File: src/rtl/stream_concat_packer.sv
// Packs IN_W-bit fields MSB-first into OUT_W-bit words; flush drains a zero-padded partial word.
// Latency: a word completed by an input fire is presented the following cycle; outputs come from registers only.
// Backpressure: a pending word stalls input (in_ready=0) and holds out_* stable until out_ready.
module stream_concat_packer #(
  parameter int IN_W  = 3,
  parameter int OUT_W = 8,
  localparam int ACC_W = OUT_W + IN_W - 1,
  localparam int CNT_W = $clog2(ACC_W + 1),
  localparam int OB_W  = $clog2(OUT_W + 1)
) (
  input  logic             clk,
  input  logic             rst,
  input  logic [IN_W-1:0]  in_data,
  input  logic             in_valid,
  output logic             in_ready,
  input  logic             flush,
  output logic [OUT_W-1:0] out_data,
  output logic             out_valid,
  input  logic             out_ready,
  output logic [OB_W-1:0]  out_bits,
  output logic             out_last
);

  typedef enum logic {FILL, DRAIN} state_t;

  state_t           state, state_nxt;
  logic [ACC_W-1:0] acc, acc_nxt;
  logic [CNT_W-1:0] cnt, cnt_nxt;
  logic [CNT_W-1:0] sh;
  logic             in_fire, out_fire;

  // State and accumulator registers; reset discards all held bits at once.
  always_ff @(posedge clk or posedge rst) begin
    if (rst) begin
      state <= FILL;
      acc   <= '0;
      cnt   <= '0;
    end else begin
      state <= state_nxt;
      acc   <= acc_nxt;
      cnt   <= cnt_nxt;
    end
  end

  // Handshakes, output word selection and next accumulator/state.
  always_comb begin
    state_nxt = state;
    acc_nxt   = acc;
    cnt_nxt   = cnt;
    in_ready  = 1'b0;
    out_valid = 1'b0;
    out_last  = 1'b0;
    out_bits  = '0;
    out_data  = '0;
    sh        = CNT_W'(ACC_W - IN_W) - cnt;

    case (state)
      FILL: begin
        // Accept fields only while a whole word is not yet held, so input and
        // output never fire together here and cnt stays within ACC_W.
        in_ready  = (cnt < CNT_W'(OUT_W));
        out_valid = (cnt >= CNT_W'(OUT_W));
      end
      DRAIN: begin
        out_valid = 1'b1;
        out_last  = (cnt <= CNT_W'(OUT_W));
      end
      default: ;
    endcase

    if (out_valid) begin
      out_data = acc[ACC_W-1 -: OUT_W];
      out_bits = out_last ? OB_W'(cnt) : OB_W'(OUT_W);
    end

    in_fire  = in_valid && in_ready;
    out_fire = out_valid && out_ready;

    if (in_fire) begin
      acc_nxt = acc | (ACC_W'(in_data) << sh);
      cnt_nxt = cnt + CNT_W'(IN_W);
    end

    if (out_fire) begin
      // Bits below the held ones are zero, so the last drain shift empties acc.
      acc_nxt = acc << OUT_W;
      cnt_nxt = out_last ? '0 : cnt - CNT_W'(OUT_W);
    end

    if (state == FILL && flush && cnt_nxt != '0)
      state_nxt = DRAIN;
    else if (state == DRAIN && out_fire && out_last)
      state_nxt = FILL;
  end

endmodule
File: config.mk
export PLATFORM = sky130hd
export DESIGN_NAME = stream_concat_packer
export DESIGN_NICKNAME = d
export VERILOG_FILES = /design/src/rtl/stream_concat_packer.sv
export SDC_FILE = /design/constraint.sdc
export NUM_CORES = 1
export LEC_CHECK = 0
export ABC_AREA = 1
export BUFFER_PORTS_ARGS = -buffer_cell sky130_fd_sc_hd__buf_2
export CAP_MARGIN = 20
export CORE_MARGIN = 5
export CORE_UTILIZATION = 25
export CTS_BUF_LIST = sky130_fd_sc_hd__clkbuf_16
export DETAILED_ROUTE_END_ITERATION = 7
export PLACE_DENSITY = 0.53
export SLEW_MARGIN = 20
export SYNTH_ARGS = -nofsm -noshare
export SYNTH_HDL_FRONTEND = slang
export SYNTH_SLANG_ARGS = --single-unit
export TNS_END_PERCENT = 10
File: constraint.sdc
create_clock -name clk -period 1.54 [get_ports clk]
set_input_delay 0.154 -clock clk [delete_from_list [all_inputs] [get_ports clk]]
set_output_delay 0.154 -clock clk [all_outputs]
set_load 0.01 [all_outputs]
==> run summary, run 1 <==
DRT iter0 DRCs -> 51
Failing checks -> hold timing
Dpl cell area -> 1180 um2
Final setup violation count -> 0
Final clock skew -> 0.000962 ns
Post-synthesis simple-gate area fraction -> 37.6%
Nets -> 183
Pin count of the biggest net entering global routing -> 16
Setup TNS -> 0 ns
Vias/cell -> 4.41
Worst Reg2Reg Path Length in Cells -> 9
P_int -> 1.57 mW
Clock Tree Root -> clkbuf_16
Status -> complete, but fails checks
Asr flop ratio synth -> 100%
Initial core utilization -> 25.4%
Worst hold margin -> -0.0154 ns
Combinational share of power -> 58.8%
Clock sinks -> 15
Final hold viol count -> 15
Largest family of logic cells by synthesized area -> simple AND/OR/NAND/NOR gates
Commonest cells after routing, fill and taps aside -> nor2_1 (28), nand2_1 (23), buf_2 (22), inv_1 (20), dfrtp_1 (14)
Gpl congestion -> 0.852
Seq/Total Area, Yosys -> 37.8%
Area Overhead vs Synth -> 32.3%
Syn Area/Cell -> 7.19 um2
Final worst-path cycle share -> 94.6%
Post-synth EDFFs -> 0
Fill count -> 457
R2r setup slk -> 0.09 ns
WL final -> 2.74 mm
Post-synthesis compound-gate area fraction -> 11.1%
Min cycle time layout -> 1.46 ns
Worst skew pair latency -> 0.25 ns
FF-to-FF End -> state$_DFFE_PP0P_
Num CTS Buffers -> 3
Initial antenna violation count -> 0
Mapped Nets -> 147
Place WS -> 0.0407 ns
Seq pwr share -> 23.4%
Core area -> 3910 um2
Clock buffer depth -> 2
Row count -> 23
PwrDens -> 2170 nW/um2
Top FF cell, synth -> dfrtp_1
Detailed placement HPWL -> 2.01 mm
Die Y -> 73 um
Multiplexer area fraction after synthesis -> 0%
Die area -> 5330 um2
Fin. max-slew vios -> 0
Max Fanout on Critical Path -> 5
FMAX -> 0.686 GHz
Max-cap violations -> 0
CTS tree -> yes
ANT cells -> 0
DIE WIDTH -> 73 um
Drt pass-1 iters -> 4
Clock slew at reported path FFs -> 0.05 ns
Vias in the first global route -> 937
Design area -> 1310 um2
Final routed DRC violation total -> 0
Pleak -> 0.694 nW
Grt total ovfl -> 0
Rel. slew slack -> 57.5%
Commonest non-fill, non-tap cell in the layout -> nor2_1
Average routed wire per standard cell -> 12.3 um
Antenna Nets Post-Route -> 0
Peak supply drop -> 0.000744 V
I/O Buffers -> 22
# IOs -> 23
Synth Area in Adders -> 1.26%
Synth Warn # -> 0
Worst reg2reg startpoint -> state$_DFFE_PP0P_
CTS H-tree depth -> 1
HP Class -> in -> async
Setup crit start kind -> register
XOR/XNOR Fraction of Synth Area -> 0%
Mapped Area -> 992 um2
Critical path type -> reg -> out
Total Routing Usage GR -> 11.2%
Switch share -> 45.0%
Register bit total from synthesis -> 15
Psw -> 1.28 mW
Via count -> 983
Number of distinct library cells after synthesis -> 27
Synth Instances -> 138
Worst setup margin -> 0.0828 ns
Share of power burned in the clock network -> 17.9%
Critical path arrival -> 1.30 ns
Crit path required time -> 1.39 ns
Worst slew pin tran -> 0.636 ns
Layout cells sized above 1 -> 34.1%
Worst Setup End Kind -> output port
First-pass GRT wire length -> 4.57 mm
-- cells in the mapped netlist, drive strengths merged (2+ instances only) --
| master | instances | share of area (%) |
|---|---|---|
| o21ai | 8 | 4.4 |
| nor2 | 31 | 13 |
| nand3 | 9 | 6.1 |
| nand2 | 31 | 15 |
| nand4 | 2 | 1.3 |
| o211ai | 3 | 2.3 |
| buf | 3 | 2.4 |
| o22ai | 2 | 1.3 |
| dfrtp | 15 | 38 |
| nor3 | 2 | 1.0 |
| a21oi | 4 | 2.4 |
| inv | 23 | 9.0 |
-- layer usage --
layer,vias to the layer above,share of wire [%],GRT usage [%]
met5,-,0,0
met4,0,1.8,4.92
met3,5,7.1,2.20
met2,30,45,17.1
met1,437,46,15.3
li1,511,-,-
-- worst max-delay path by stage --
stage / to / slack (ns) / from
detailed placement: state$_DFFE_PP0P_ / 0.04 / cnt[3]$_DFF_PP0_
global placement: state$_DFFE_PP0P_ / 0.02 / cnt[3]$_DFF_PP0_
floorplan: state$_DFFE_PP0P_ / 0.15 / cnt[1]$_DFF_PP0_
CTS: state$_DFFE_PP0P_ / 0.03 / cnt[3]$_DFF_PP0_
finish: out_data[3] / 0.08 / state$_DFFE_PP0P_
global route: state$_DFFE_PP0P_ / -0.005 / state$_DFFE_PP0P_
-- power by group through the flow --
stage	sequential (mW)	clock, mW	combinational [mW]
after floorplan	0.627	0	1.10
after global placement	0.663	0	1.56
after detailed placement	0.666	0	1.55
after CTS	0.661	0.520	1.56
after global routing	0.689	0.544	1.89
final	0.667	0.510	1.68
-- worst max-delay path, cell delays in order, from the launching register on --
cell     delay (ns)
dfrtp_2        0.44
nor2_4         0.19
buf_4          0.14
buf_4          0.11
nor2_1         0.04
buf_2          0.13
-- area by class of cell --
| cell class | count | area [um2] | area share [%] |
|---|---|---|---|
| timing repair buffer | 35 | 208 | 15.8 |
| multi-input combinational | 96 | 498 | 37.9 |
| clock buffer | 3 | 75.1 | 5.72 |
| inverter | 23 | 88.8 | 6.77 |
| sequential | 15 | 377 | 28.7 |
| clock inverter | 1 | 3.75 | 0.286 |
| tap | 50 | 62.6 | 4.77 |
-- timing repair --
action                     in CTS  in global routing
buffers inserted                0                  6
resized for setup               0                  2
hold buffers                    0                  0
setup endpoints to repair       0                  3
-- flip-flops by register name, summed over array words and instances, names as in the netlist --
name / cells
acc: 10
cnt: 4
state: 1
-- metrics by stage --
stage,cells,total power [mW],util [%]
global placement,213,2.22,30.3
global route,223,3.12,33.5
detailed placement,213,2.22,30.3
CTS,217,2.74,32.3
floorplan,138,1.73,-
finish,223,2.85,33.5
-- logic make-up (layout without fill, tap and decap cells) --
logic type | Yosys count | count (layout)
DFF | 15 | 15
adders and majority gates | 1 | 1
and+or+nand+nor | 77 | 77
AOI/OAI and AO/OA | 18 | 18
buffers and inverters | 27 | 62
(Power assumes the default switching activity.)
==> run 2, diff against run 1 <==
--- a/config.mk
+++ b/config.mk
@@ -7,7 +7,7 @@
 export LEC_CHECK = 0
 export ABC_AREA = 1
-export BUFFER_PORTS_ARGS = -buffer_cell sky130_fd_sc_hd__buf_2
+export BUFFER_PORTS_ARGS = -buffer_cell sky130_fd_sc_hd__clkbuf_2
 export CAP_MARGIN = 20
-export CORE_MARGIN = 5
+export CORE_MARGIN = 2
 export CORE_UTILIZATION = 25
 export CTS_BUF_LIST = sky130_fd_sc_hd__clkbuf_16
==> constraint.sdc (replaced) <==
create_clock -name clk -period 1.54 [get_ports clk]
set_input_delay 0.308 -clock clk [delete_from_list [all_inputs] [get_ports clk]]
set_output_delay 0.308 -clock clk [all_outputs]
set_load 0.01 [all_outputs]
==> run 2 against run 1 <==
The flow now finishes without violations; clock-buffer cell count did not move; via count shrank 1.6%; first-iteration DRC count decreased by 57%; global-route usage is 1.0 points higher; critical path depth shrank 1; hold slack better by 0.11 ns; non-clock buffer count is 1 lower; die area decreased by 16%; power grew 5.6%; final cell count is 1.3% lower; largest cell class unchanged.
==> run summary, run 2 (synthesis results as in run 1) <==
DRT iter0 DRCs -> 22 (-57%)
Final routed DRC violation total -> 0 (unchanged)
Area Overhead vs Synth -> 36.9%
DIE WIDTH -> 67 um (-8.2%)
HP Class -> in -> async
Clock sinks -> 15 (unchanged)
Commonest cells after routing, fill and taps aside -> nor2_1 (24), nand2_1 (20), inv_1 (19), clkbuf_2 (19)
Layout cells sized above 1 -> 41.3% (+7.2 points)
Worst Setup End Kind -> output port
Commonest non-fill, non-tap cell in the layout -> nor2_1
Via count -> 967 (-1.6%)
Final worst-path cycle share -> 98.6% (+4.0 points)
Total Routing Usage GR -> 12.3% (+1.0 points)
Max-cap violations -> 0 (unchanged)
Clock Tree Root -> clkbuf_16
PwrDens -> 2220 nW/um2 (+2.0%)
Top reg by flops -> acc
Peak supply drop -> 0.000946 V (+27%)
Pwr Total -> 3.02 mW (+5.6%)
Worst path max stage delay -> 0.43 ns (about the same)
Setup crit start kind -> register
Initial core utilization -> 26.5% (+1.2 points)
Final setup violation count -> 0 (unchanged)
ANT cells -> 0 (unchanged)
Gpl congestion -> 0.816 (-4.2%)
Vias in the first global route -> 889 (-5.1%)
Min cycle time layout -> 1.52 ns (+0.0615 ns)
Final clock skew -> 0.000721 ns (-0.000241 ns)
CP max-delay cell -> dfrtp_2
Fin. max-slew vios -> 0 (unchanged)
Grt total ovfl -> 0 (unchanged)
Seq pwr share -> 23.3% (about the same)
CP startpoint -> cnt[3]$_DFF_PP0_
Vias/cell -> 4.40 (-0.29%)
Worst setup margin -> 0.0213 ns (-0.0615 ns)
Max Fanout on Critical Path -> 5 (unchanged)
P_int -> 1.64 mW (+4.4%)
Nets -> 182 (-0.55%)
Critical path arrival -> 1.21 ns (-0.09 ns)
Pleak -> 0.680 nW (-2.0%)
Detailed placement HPWL -> 1.98 mm (-1.2%)
Critical path type -> reg -> out
Average routed wire per standard cell -> 11.7 um (-4.6%)
Drt pass-1 iters -> 4 (unchanged)
R2r setup slk -> 0.07 ns (-0.02 ns)
Worst skew pair latency -> 0.25 ns (about the same)
Worst reg2reg startpoint -> cnt[3]$_DFF_PP0_
Crit path to -> out_data[5]
Pin count of the biggest net entering global routing -> 16 (unchanged)
I/O Buffers -> 22 (unchanged)
Rel. slew slack -> 60.2% (+2.7 points)
Num CTS Buffers -> 3 (unchanged)
CTS tree -> yes
Core area -> 3740 um2 (-4.3%)
Final hold viol count -> 0 (-15)
Die area -> 4490 um2 (-16%)
Switch share -> 45.6% (+0.62 points)
RSZ-0062 raised after global routing -> yes
Psw -> 1.38 mW (+7.1%)
Row count -> 22 (-4.3%)
CP Cell Sequence -> nor2_4, buf_6, nor2_2, buf_2
FMAX -> 0.658 GHz (-4.0%)
Antenna Nets Post-Route -> 0 (unchanged)
# IOs -> 23 (unchanged)
Combinational share of power -> 59.3% (+0.5 points)
Worst slew pin tran -> 0.596 ns (-0.0401 ns)
Initial antenna violation count -> 0 (unchanged)
Status -> finished clean
WL final -> 2.57 mm (-5.9%)
Die Y -> 67 um (-8.2%)
Max reg flops -> 10 (unchanged)
Setup TNS -> 0 ns (unchanged)
Clock slew at reported path FFs -> 0.05 ns (about the same)
Clock buffer depth -> 2 (unchanged)
Crit path required time -> 1.23 ns (-0.16 ns)
Place WS -> 0.0168 ns (-0.0239 ns)
Largest registers -> acc: 10 flops, cnt: 4 flops, state: 1 flops
Worst Reg2Reg Path Length in Cells -> 11 (+2)
CTS H-tree depth -> 1 (unchanged)
Share of power burned in the clock network -> 17.3% (-0.6 points)
FF-to-FF End -> state$_DFFE_PP0P_
First-pass GRT wire length -> 4.13 mm (-9.7%)
## run 2: worst min path at each step
stage,startpoint,endpoint,slack (ns)
floorplan,rst,acc[0]$_DFFE_PP0P_,0.21
global placement,rst,acc[5]$_DFFE_PP0P_,0.40
detailed placement,rst,acc[5]$_DFFE_PP0P_,0.39
CTS,rst,acc[0]$_DFFE_PP0P_,0.13
global route,rst,acc[8]$_DFFE_PP0P_,0.16
finish,rst,acc[5]$_DFFE_PP0P_,0.1
## run 2: layout make-up
| type | instances | area [um2] |
|---|---|---|
| Fill cell | 433 | 2380 |
| Multi-Input combinational cell | 96 | 538 |
| Sequential cell | 15 | 382 |
| Timing Repair Buffer | 34 | 208 |
| Inverter | 23 | 91.3 |
| Clock buffer | 3 | 75.1 |
| Tap cell | 48 | 60.1 |
| Clock inverter | 1 | 5.00 |
## run 2: metal layers
metal,up-vias,part of all wire [%],global-route usage [%]
li1,502,-,-
met1,440,44,16.8
met2,20,50,19.7
met3,5,3.9,2.20
met4,0,1.9,3.06
met5,-,0,0
## run 2: through the flow
step                hold slack [ns]  util, %  instances  instance area (um2)
floorplan                     0.209        -        138                  992
global placement              0.395     31.8        212                 1190
detailed placement            0.388     31.8        212                 1190
CTS                           0.128     34.5        219                 1290
global route                  0.155     36.3        220                 1360
finish                       0.0986     36.3        220                 1360
## run 2: worst max-delay path: cells and delay by family (launching register included)
| kind | cells | cell delay [ns] |
|---|---|---|
| buffers and inverters | 2 | 0.28 |
| DFF | 1 | 0.43 |
| and+or+nand+nor | 2 | 0.25 |
## run 2: power by group through the flow
stage	sequential, mW	clock [mW]	combinational (mW)
final	0.703	0.523	1.79
after floorplan	0.627	0	1.10
after global routing	0.727	0.550	1.99
after detailed placement	0.672	0	1.55
after global placement	0.671	0	1.57
after CTS	0.666	0.532	1.64
## run 2: what timing repair did
item,CTS,global route
pin swaps,1,4
resized for setup,0,23
hold buffers,0,0
setup buffers,3,1
setup endpoints to repair,9,14
==> run 3, diff against run 2 <==
Settings changed: CORE_MARGIN 2 to 10, SLEW_MARGIN 20 to default.
==> run 3 against run 2 <==
The flow now finishes with violations (setup timing); maximum frequency down 1.5%; clock-buffer cell count unchanged; die area increased by 53%; largest cell class unchanged; hold slack improved by 0.020 ns; clock power down 5.4%; first-iteration DRC count increased to 2.8 times the previous value.
==> run summary, run 3 (synthesis results as in run 1) <==
Largest registers -> acc: 10 flops, cnt: 4 flops, state: 1 flops
Final worst-path cycle share -> 100% (+1.5 points)
Met1 GRT Util -> 10.6% (-6.3 points)
GR Layer Usage met2 -> 13.5% (-6.1 points)
ANT cells -> 0 (unchanged)
Grt total ovfl -> 0 (unchanged)
CTS H-tree depth -> 1 (unchanged)
Max-cap violations -> 0 (unchanged)
First-pass GRT wire length -> 4.86 mm (+18%)
Status -> complete, but fails checks
DRT iter0 DRCs -> 61 (+180%)
Post-CTS Hold Fix Bufs -> 0 (unchanged)
Fill count -> 429 (-0.92%)
Layout cells sized above 1 -> 37.9% (-3.3 points)
Met3 Resource Use GR -> 2.64% (+0.44 points)
FMAX -> 0.649 GHz (-1.5%)
Initial antenna violation count -> 0 (unchanged)
DIE WIDTH -> 83 um (+24%)
Worst Reg2Reg Path Length in Cells -> 10 (-1)
Final core area utilization -> 35.7% (-0.64 points)
Vias in the first global route -> 990 (+11%)
Peak supply drop -> 0.000832 V (-12%)
Max reg flops -> 10 (unchanged)
Fin. max-slew vios -> 0 (unchanged)
Design area -> 1340 um2 (-1.7%)
Critical path type -> reg -> out
GRT Max-Usage Layer -> met2
Total Routing Usage GR -> 8.28% (-4.0 points)
Place WS -> 0.0959 ns (+0.0791 ns)
Via count -> 955 (-1.2%)
Die Y -> 83 um (+24%)
Crit path required time -> 1.23 ns (about the same)
Pleak -> 0.693 nW (+1.9%)
Final routed DRC violation total -> 0 (unchanged)
Dpl cell area -> 1230 um2 (+3.2%)
CP max-delay cell -> dfrtp_1
Setup TNS -> -0.00131 ns (-0.00131 ns)
Clock slew at reported path FFs -> 0.05 ns (about the same)
Min cycle time layout -> 1.54 ns (+0.0226 ns)
Worst path max stage delay -> 0.43 ns (about the same)
WL final -> 2.82 mm (+9.5%)
Final setup violation count -> 1 (+1)
CP Cell Sequence -> inv_2, nand2_1, nor2_1, clkbuf_2
Row count -> 22 (unchanged)
Num CTS Buffers -> 3 (unchanged)
Top reg by flops -> acc
Average routed wire per standard cell -> 12.7 um (+8.5%)
Detailed placement HPWL -> 2.23 mm (+13%)
Core area -> 3740 um2 (unchanged)
Final hold viol count -> 0 (unchanged)
Rel. slew slack -> 58.4% (-1.8 points)
Worst hold margin -> 0.119 ns (+0.0202 ns)
Vias/cell -> 4.30 (-2.1%)
Worst Setup End Kind -> output port
PwrDens -> 2190 nW/um2 (-1.3%)
Critical path arrival -> 1.23 ns (+0.02 ns)
Commonest cells after routing, fill and taps aside -> nor2_1 (26), nand2_1 (22), clkbuf_2 (21), inv_1 (20), buf_4 (13)
Area Overhead vs Synth -> 34.6%
Antenna Nets Post-Route -> 0 (unchanged)
Setup crit start kind -> register
CTS tree -> yes
Final cell count without fillers -> 222 (+0.91%)
Worst skew pair latency -> 0.24 ns (about the same)
# IOs -> 23 (unchanged)
Pwr Total -> 2.92 mW (-3.0%)
Failing checks -> setup timing
Cells after DPL -> 217 (+2.4%)
R2r setup slk -> 0.05 ns (-0.02 ns)
Worst setup margin -> -0.00131 ns (-0.0226 ns)
Initial core utilization -> 26.5% (unchanged)
Final clock skew -> 0.00319 ns (+0.00247 ns)
Pin count of the biggest net entering global routing -> 16 (unchanged)
Max Fanout on Critical Path -> 5 (unchanged)
Die area -> 6890 um2 (+53%)
I/O Buffers -> 22 (unchanged)
Commonest non-fill, non-tap cell in the layout -> nor2_1
RSZ-0062 raised after global routing -> yes
Clock buffer depth -> 2 (unchanged)
Worst slew pin tran -> 0.623 ns (+0.0268 ns)
Gpl congestion -> 0.823 (+0.92%)
Clock Tree Root -> clkbuf_16
Clock sinks -> 15 (unchanged)
Drt pass-1 iters -> 4 (unchanged)
Nets -> 184 (+1.1%)
HP Class -> in -> async
run 3: power breakdown:
part | switching, mW | internal (mW) | leakage [nW] | total (mW)
Clock | 0.151 | 0.343 | 0.0423 | 0.495
Combinational | 1.03 | 0.720 | 0.455 | 1.75
Sequential | 0.135 | 0.543 | 0.195 | 0.678
Total | 1.32 | 1.61 | 0.693 | 2.92
run 3: layout make-up:
type,instances,area (um2),area share (%)
clock buffers,3,75.1,5.62
flip-flops and latches,15,379,28.4
multi-input cells,96,509,38.1
repair buffers,36,219,16.4
well taps,48,60.1,4.50
inverters,23,88.8,6.65
clock inverters,1,3.75,0.281
run 3: final timing paths:
kind	startpoint	end
worst max-delay path	cnt[3]$_DFF_PP0_	out_bits[2]
max in group asynchronous	rst	cnt[0]$_DFF_PP0_
worst min-delay path	rst	cnt[1]$_DFF_PP0_
min in group clk	flush	state$_DFFE_PP0P_
worst max register to register	cnt[3]$_DFF_PP0_	state$_DFFE_PP0P_
worst min register to register	acc[2]$_DFFE_PP0P_	acc[2]$_DFFE_PP0P_
run 3: worst max-delay path: cells and delay by family (launching register included):
family        cells  cell delay [ns]
flops             1             0.43
simple gates      2             0.29
buf+inv           2             0.28
run 3: what timing repair did:
action | in CTS | in global routing
endpoints found under the setup margin | 3 | 12
buffers inserted | 1 | 1
resized for setup | 3 | 7
pin swaps | 1 | 3
run 3: layer usage:
| metal | wire length (um) | share of wire [%] |
|---|---|---|
| met2 | 1420 | 50 |
| met4 | 0 | 0 |
| met1 | 1310 | 47 |
| met3 | 90 | 3.2 |
| met5 | 0 | 0 |
